### src/rtl/mem_arb_pkg.sv
// Shared types and constants for the DDR2 command-port arbiter.
// Holds the FSM state encoding, port indices and default widths.
package mem_arb_pkg;

  typedef enum logic [1:0] {
    IDLE = 2'd0,
    BUSY = 2'd1,
    RESP = 2'd2
  } arb_state_e;

  localparam logic PORT_ICACHE = 1'b0;
  localparam logic PORT_DCACHE = 1'b1;

  localparam int DEFAULT_ADDR_W = 28;
  localparam int DEFAULT_DATA_W = 256;

  // With two ports, round-robin simply hands the tie to the other port.
  function automatic logic rr_next(input logic last_grant);
    return ~last_grant;
  endfunction

endpackage

### src/rtl/mem_arb_rr_pick.sv
// Combinational 2-way round-robin picker: chooses a port from the valid
// vector, giving ties to the port that was not granted last.
module mem_arb_rr_pick
  import mem_arb_pkg::*;
(
  input  logic [1:0] valid,
  input  logic       last_grant,
  output logic       pick_valid,
  output logic       pick
);

  // Pick the single requester, or alternate on a tie.
  always_comb begin
    pick_valid = valid[0] | valid[1];
    case (valid)
      2'b01:   pick = PORT_ICACHE;
      2'b10:   pick = PORT_DCACHE;
      2'b11:   pick = rr_next(last_grant);
      default: pick = last_grant;
    endcase
  end

endmodule

### src/rtl/mem_port_arbiter.sv
// Shares the DDR2 command port between icache (port 0) and dcache (port 1).
// Define MEM_ARB_TIMEOUT_EN to build the BUSY watchdog driving the sticky error output.
module mem_port_arbiter
  import mem_arb_pkg::*;
#(
  parameter int ADDR_W         = DEFAULT_ADDR_W,
  parameter int DATA_W         = DEFAULT_DATA_W,
  parameter int TIMEOUT_CYCLES = 1024
) (
  input  logic              clk,
  input  logic              rst,
  input  logic              req_valid0,
  input  logic              req_valid1,
  input  logic              req_rw0,
  input  logic              req_rw1,
  input  logic [ADDR_W-1:0] req_addr0,
  input  logic [ADDR_W-1:0] req_addr1,
  input  logic [DATA_W-1:0] req_wdata0,
  input  logic [DATA_W-1:0] req_wdata1,
  output logic              req_ready0,
  output logic              req_ready1,
  output logic [DATA_W-1:0] req_rdata,
  output logic              mem_valid_data,
  output logic              mem_rw_data,
  output logic [ADDR_W-1:0] mem_data_addr,
  output logic [DATA_W-1:0] mem_data_wr,
  input  logic [DATA_W-1:0] mem_data_rd,
  input  logic              mem_ready_data,
  output logic              grant,
  output logic              error
);

  arb_state_e        state_q, state_d;
  logic              grant_q, grant_d;
  logic              mem_valid_q, mem_valid_d;
  logic              mem_rw_q, mem_rw_d;
  logic [ADDR_W-1:0] mem_addr_q, mem_addr_d;
  logic [DATA_W-1:0] mem_wdata_q, mem_wdata_d;
  logic [DATA_W-1:0] rdata_q, rdata_d;
  logic              ready0_q, ready0_d;
  logic              ready1_q, ready1_d;

  logic pick_valid;
  logic pick;

  mem_arb_rr_pick u_rr_pick (
    .valid      ({req_valid1, req_valid0}),
    .last_grant (grant_q),
    .pick_valid (pick_valid),
    .pick       (pick)
  );

`ifdef MEM_ARB_TIMEOUT_EN
  localparam int CNT_W = $clog2(TIMEOUT_CYCLES + 1);
  localparam logic [CNT_W-1:0] TIMEOUT_LIMIT = CNT_W'(TIMEOUT_CYCLES);
  localparam logic [CNT_W-1:0] CNT_ONE       = CNT_W'(1);

  logic [CNT_W-1:0] cnt_q, cnt_d;
  logic             error_q, error_d;
`else
  localparam int timeout_unused = TIMEOUT_CYCLES;
`endif

  // Next-state and next-output logic for the IDLE/BUSY/RESP sequence.
  always_comb begin
    state_d     = state_q;
    grant_d     = grant_q;
    mem_valid_d = mem_valid_q;
    mem_rw_d    = mem_rw_q;
    mem_addr_d  = mem_addr_q;
    mem_wdata_d = mem_wdata_q;
    rdata_d     = rdata_q;
    ready0_d    = 1'b0;
    ready1_d    = 1'b0;
`ifdef MEM_ARB_TIMEOUT_EN
    cnt_d       = cnt_q;
    error_d     = error_q;
`endif
    case (state_q)
      IDLE: begin
        if (pick_valid) begin
          grant_d     = pick;
          mem_valid_d = 1'b1;
          mem_rw_d    = pick ? req_rw1    : req_rw0;
          mem_addr_d  = pick ? req_addr1  : req_addr0;
          mem_wdata_d = pick ? req_wdata1 : req_wdata0;
          state_d     = BUSY;
`ifdef MEM_ARB_TIMEOUT_EN
          cnt_d       = {CNT_W{1'b0}};
`endif
        end else begin
          state_d = IDLE;
        end
      end
      BUSY: begin
        if (mem_ready_data) begin
          rdata_d     = mem_data_rd;
          mem_valid_d = 1'b0;
          ready0_d    = (grant_q == PORT_ICACHE);
          ready1_d    = (grant_q == PORT_DCACHE);
          state_d     = RESP;
        end else begin
`ifdef MEM_ARB_TIMEOUT_EN
          // A late completion in the same cycle wins over the watchdog.
          if (cnt_q == TIMEOUT_LIMIT) begin
            rdata_d     = {DATA_W{1'b0}};
            mem_valid_d = 1'b0;
            ready0_d    = (grant_q == PORT_ICACHE);
            ready1_d    = (grant_q == PORT_DCACHE);
            error_d     = 1'b1;
            state_d     = RESP;
          end else begin
            cnt_d   = cnt_q + CNT_ONE;
            state_d = BUSY;
          end
`else
          state_d = BUSY;
`endif
        end
      end
      RESP: begin
        state_d = IDLE;
      end
      default: begin
        state_d     = IDLE;
        mem_valid_d = 1'b0;
      end
    endcase
  end

  // State and registered outputs; reset abandons any outstanding command.
  always_ff @(posedge clk) begin
    if (rst) begin
      state_q     <= IDLE;
      grant_q     <= PORT_DCACHE;
      mem_valid_q <= 1'b0;
      mem_rw_q    <= 1'b0;
      mem_addr_q  <= {ADDR_W{1'b0}};
      mem_wdata_q <= {DATA_W{1'b0}};
      rdata_q     <= {DATA_W{1'b0}};
      ready0_q    <= 1'b0;
      ready1_q    <= 1'b0;
`ifdef MEM_ARB_TIMEOUT_EN
      cnt_q       <= {CNT_W{1'b0}};
      error_q     <= 1'b0;
`endif
    end else begin
      state_q     <= state_d;
      grant_q     <= grant_d;
      mem_valid_q <= mem_valid_d;
      mem_rw_q    <= mem_rw_d;
      mem_addr_q  <= mem_addr_d;
      mem_wdata_q <= mem_wdata_d;
      rdata_q     <= rdata_d;
      ready0_q    <= ready0_d;
      ready1_q    <= ready1_d;
`ifdef MEM_ARB_TIMEOUT_EN
      cnt_q       <= cnt_d;
      error_q     <= error_d;
`endif
    end
  end

  assign req_ready0     = ready0_q;
  assign req_ready1     = ready1_q;
  assign req_rdata      = rdata_q;
  assign mem_valid_data = mem_valid_q;
  assign mem_rw_data    = mem_rw_q;
  assign mem_data_addr  = mem_addr_q;
  assign mem_data_wr    = mem_wdata_q;
  assign grant          = grant_q;

`ifdef MEM_ARB_TIMEOUT_EN
  assign error = error_q;
`else
  assign error = 1'b0;
`endif

endmodule

### config.mk
export PLATFORM = sky130hd
export DESIGN_NAME = mem_port_arbiter
export DESIGN_NICKNAME = d
export VERILOG_FILES = /design/src/rtl/mem_arb_pkg.sv /design/src/rtl/mem_arb_rr_pick.sv /design/src/rtl/mem_port_arbiter.sv
export SDC_FILE = /design/constraint.sdc
export NUM_CORES = 1
export LEC_CHECK = 0
export CORE_AREA = 2 2 541 543
export DETAILED_ROUTE_END_ITERATION = 16
export DIE_AREA = 0 0 543 545
export GPL_ROUTABILITY_DRIVEN = 1
export PLACE_DENSITY = 0.3
export SYNTH_ARGS = -nofsm -noshare
export SYNTH_HDL_FRONTEND = slang
export SYNTH_SLANG_ARGS = --single-unit
### constraint.sdc
create_clock -name clk -period 1.8 [get_ports clk]
set_input_delay 0.36 -clock clk [delete_from_list [all_inputs] [get_ports clk]]
set_output_delay 0.36 -clock clk [all_outputs]
set_load 0.02 [all_outputs]
==> impl_metrics.json, run 1 <==
{
  "ys_ff_latch": 547,
  "drive_gt1_share_pct": 28.31,
  "die_w_um": 543,
  "required_ps": 1440,
  "clockBufferDepth": 4,
  "final-hold-violation-count": 0,
  "layout.cells.non_filler": 8196,
  "hold-worst-slack_ps": 103.5,
  "synth_top_family_by_area": "compound AO/OA/AOI/OAI gates",
  "yosys.area_share.xor_xnor_pct": 0,
  "vias": 28560,
  "die_area_um2": 295900,
  "grt_max_degree": 92,
  "worst_setup_path_end_kind": "output port",
  "synth_mux_area_share_pct": 0,
  "drc": 0,
  "power_density_nw_per_um2": 933.5,
  "rows": 198,
  "cts_tree": "yes",
  "viasPerCell": 3.485,
  "worst_ir_drop_vdd_mv": 0.7044,
  "core_area_um2": 290100,
  "first_iter_violations": 1411,
  "dp_slack_ps": -484.2,
  "finalCritPeriodShare_pct": 98.50,
  "cts_root_buffer": "clkbuf_16",
  "worstMarginPinSlew_ps": 597.7,
  "synth-adder-area-share_pct": 0,
  "synth_warnings": 0,
  "avgSynthCellArea_um2": 8.583,
  "grt_pass1_vias": 29670,
  "path_clk_slew_ps": 60,
  "drt_wl_total_mm": 215.3,
  "synth-compound-area-share_pct": 33.73,
  "clkPwrFrac_pct": 39.1,
  "numPortBuffers": 1375,
  "critPathKind": "flip-flop to output port",
  "hpwl_mm": 175.5,
  "arrival_ps": 1410,
  "fin_skew_ps": 45.18,
  "pwr-share-comb_pct": 27.8,
  "h-tree-depth": 3,
  "swShare_pct": 33.89,
  "p_leak_nw": 16.15,
  "post_drt_wl_per_cell_um": 26.26,
  "cts.sinks": 547,
  "mostFrequentLayoutCells": "clkdlybuf4s50_1 (829), a21oi_1 (543), nand2_1 (513)",
  "die_y_um": 545,
  "maxCapViolations": 0,
  "finalNetCount": 5021,
  "yosysUniqueCellTypes": 27,
  "hp-class": "primary input to flip-flop",
  "pwr-share-seq_pct": 33.1,
  "p_switching_mw": 14.25,
  "clkLatencyLatePin_ps": 780,
  "critPathMaxFanout": 4,
  "start_util_pct": 8.343,
  "grt_overflow": 0,
  "final_common_cell": "clkdlybuf4s50_1",
  "dr.pass1.iters": 5,
  "slew_headroom_pct": 59.73,
  "critPathMaxStageDelay_ps": 380,
  "critical-path-slowest-cell": "dfxtp_4",
  "yosys.area_share.simple_pct": 14.25,
  "syn-num-nets": 3651,
  "cts_made_buffers": 87,
  "setup-violations-final": 0,
  "syn_inst": 2820,
  "total_power_mw": 42.06,
  "status": "finished clean",
  "syn-cell-area_um2": 24200,
  "rsz0062_at_grt": "yes",
  "grt_pass1_wl_mm": 278.6,
  "track_usage_pct": 13.76,
  "crit_chain": "buf_8 -> buf_6",
  "antenna_found_initial": 151,
  "place_inst": 7991,
  "fin_crit_ps": 1773,
  "max_freq_mhz": 564.0,
  "gp_congestion": 0.8128,
  "start_kind": "flip-flop",
  "worst_path_dominant_cell_family": "flip-flops",
  "p_int_mw": 27.81,
  "path_buf_inv": 2,
  "syn2layout_area_growth_pct": 86.15,
  "post-route-worst-setup-slack_ps": 27.05,
  "n_fill_cell": 32950,
  "top_level_ports": 1377,
  "yosysSeqAreaShare_pct": 45.24,
  "ant_nets": 0,
  "drv_slew": 0
}
-- power groups by stage --
stage	Combinational (mW)	Sequential [mW]	Clock (mW)
2_1_floorplan	4.10	15.3	0
3_3_place_gp	12.7	14.2	0
3_5_place_dp	12.6	14.2	0
4_1_cts	11.9	13.9	17.2
5_1_grt	12.5	14.0	17.6
6_report	11.7	13.9	16.4
-- routing by layer --
layer  part of all wire [%]  track usage [%]  up-vias
met1                     35            13.90    13780
met3                     11            6.625      348
met5                   0.30                0        -
li1                       -                -    13040
met4                    2.8            3.622       98
met2                     51            25.05     1294
-- synthesized netlist by cell type --
library cell	number	area, um^2
dfxtp_1	547	10950
a21oi_1	543	2718
nand2_1	513	1926
nand3_1	285	1426
o21ai_0	276	1381
a311oi_2	240	3603
clkbuf_1	221	829.6
buf_2	72	360.4
a311oi_1	45	394.1
buf_6	29	326.6
buf_4	11	82.58
buf_1	10	37.54
o21ai_1	9	45.04
and2_1	2	12.51
nand2b_1	2	12.51
nor2_1	2	7.510
nor2b_1	2	12.51
nor3_1	2	10.01
a211o_1	1	8.760
a21boi_0	1	7.510
and3b_1	1	8.760
conb_1	1	3.750
nand3b_1	1	7.510
nor2_4	1	11.26
nor3b_1	1	7.510
o21a_1	1	7.510
or2_1	1	6.260
-- cells by family (layout without fill, tap and decap cells) --
logic type	after synthesis	count (layout)
buffers and inverters	343	1765
DFF	547	547
other	1	55
AOI/OAI and AO/OA	1116	1116
and+or+nand+nor	813	813
-- worst paths after layout --
check / slack (ps) / end / start / cells after the start
min: 100 / req_rdata[216] / mem_data_rd[216] / 3
min reg2reg: 450 / req_rdata[185] / req_rdata[185] / 2
max reg2reg: 100 / mem_data_wr[138] / state_q[0] / 6
max: 30 / grant / grant / 2
-- repair_timing --
action | in CTS | in global routing
pin swaps | 0 | 2
gates cloned | 0 | 3
setup buffers | 0 | 6
hold buffers | 1 | 0
hold endpoints to repair | 1 | 0
endpoints found under the setup margin | 546 | 111
gates resized for setup | 2475 | 14
-- flip-flops by register name, summed over array words and instances (netlist names) --
name	cells
state_q	2
mem_data_addr	28
req_ready0	1
req_rdata	256
req_ready1	1
grant	1
mem_valid_data	1
mem_rw_data	1
mem_data_wr	256
-- worst register-to-register path, stage by stage (launching register included) --
cell	delay, ps
dfxtp_1	350
nor2_4	140
buf_12	130
buf_12	220
buf_12	350
a21oi_1	130
a311oi_2	270
-- layout make-up --
cell class	count	area [um^2]	share of cell area [%]
repair buffers	1624	14730	32.69
multi-input cells	1930	11660	25.87
flip-flops and latches	547	11030	24.48
well taps	3900	4880	10.83
clock buffers	129	2486	5.518
clock inverters	12	143.9	0.3194
diodes	54	135.1	0.2999
-- through the flow --
| stage | util (%) | setup TNS [ps] | area, um^2 |
|---|---|---|---|
| finish | 15.53 | 0 | 45060 |
| floorplan | - | 0 | 24200 |
| detailed placement | 15.21 | -173210 | 44140 |
| CTS | 15.44 | -100.2 | 44780 |
| global route | 15.51 | -82.10 | 44990 |
| global placement | 15.21 | -162430 | 44140 |
Power figures use the tool's default switching activity.
==> run 2, diff against run 1 <==
--- a/config.mk
+++ b/config.mk
@@ -10,6 +10,7 @@
 export DIE_AREA = 0 0 543 545
 export GPL_ROUTABILITY_DRIVEN = 1
 export PLACE_DENSITY = 0.3
+export SLEW_MARGIN = 20
 export SYNTH_ARGS = -nofsm -noshare
 export SYNTH_HDL_FRONTEND = slang
 export SYNTH_SLANG_ARGS = --single-unit
==> results of run 2 <==
Same layout as run 1: the final DEF is identical, and so are final timing and power.
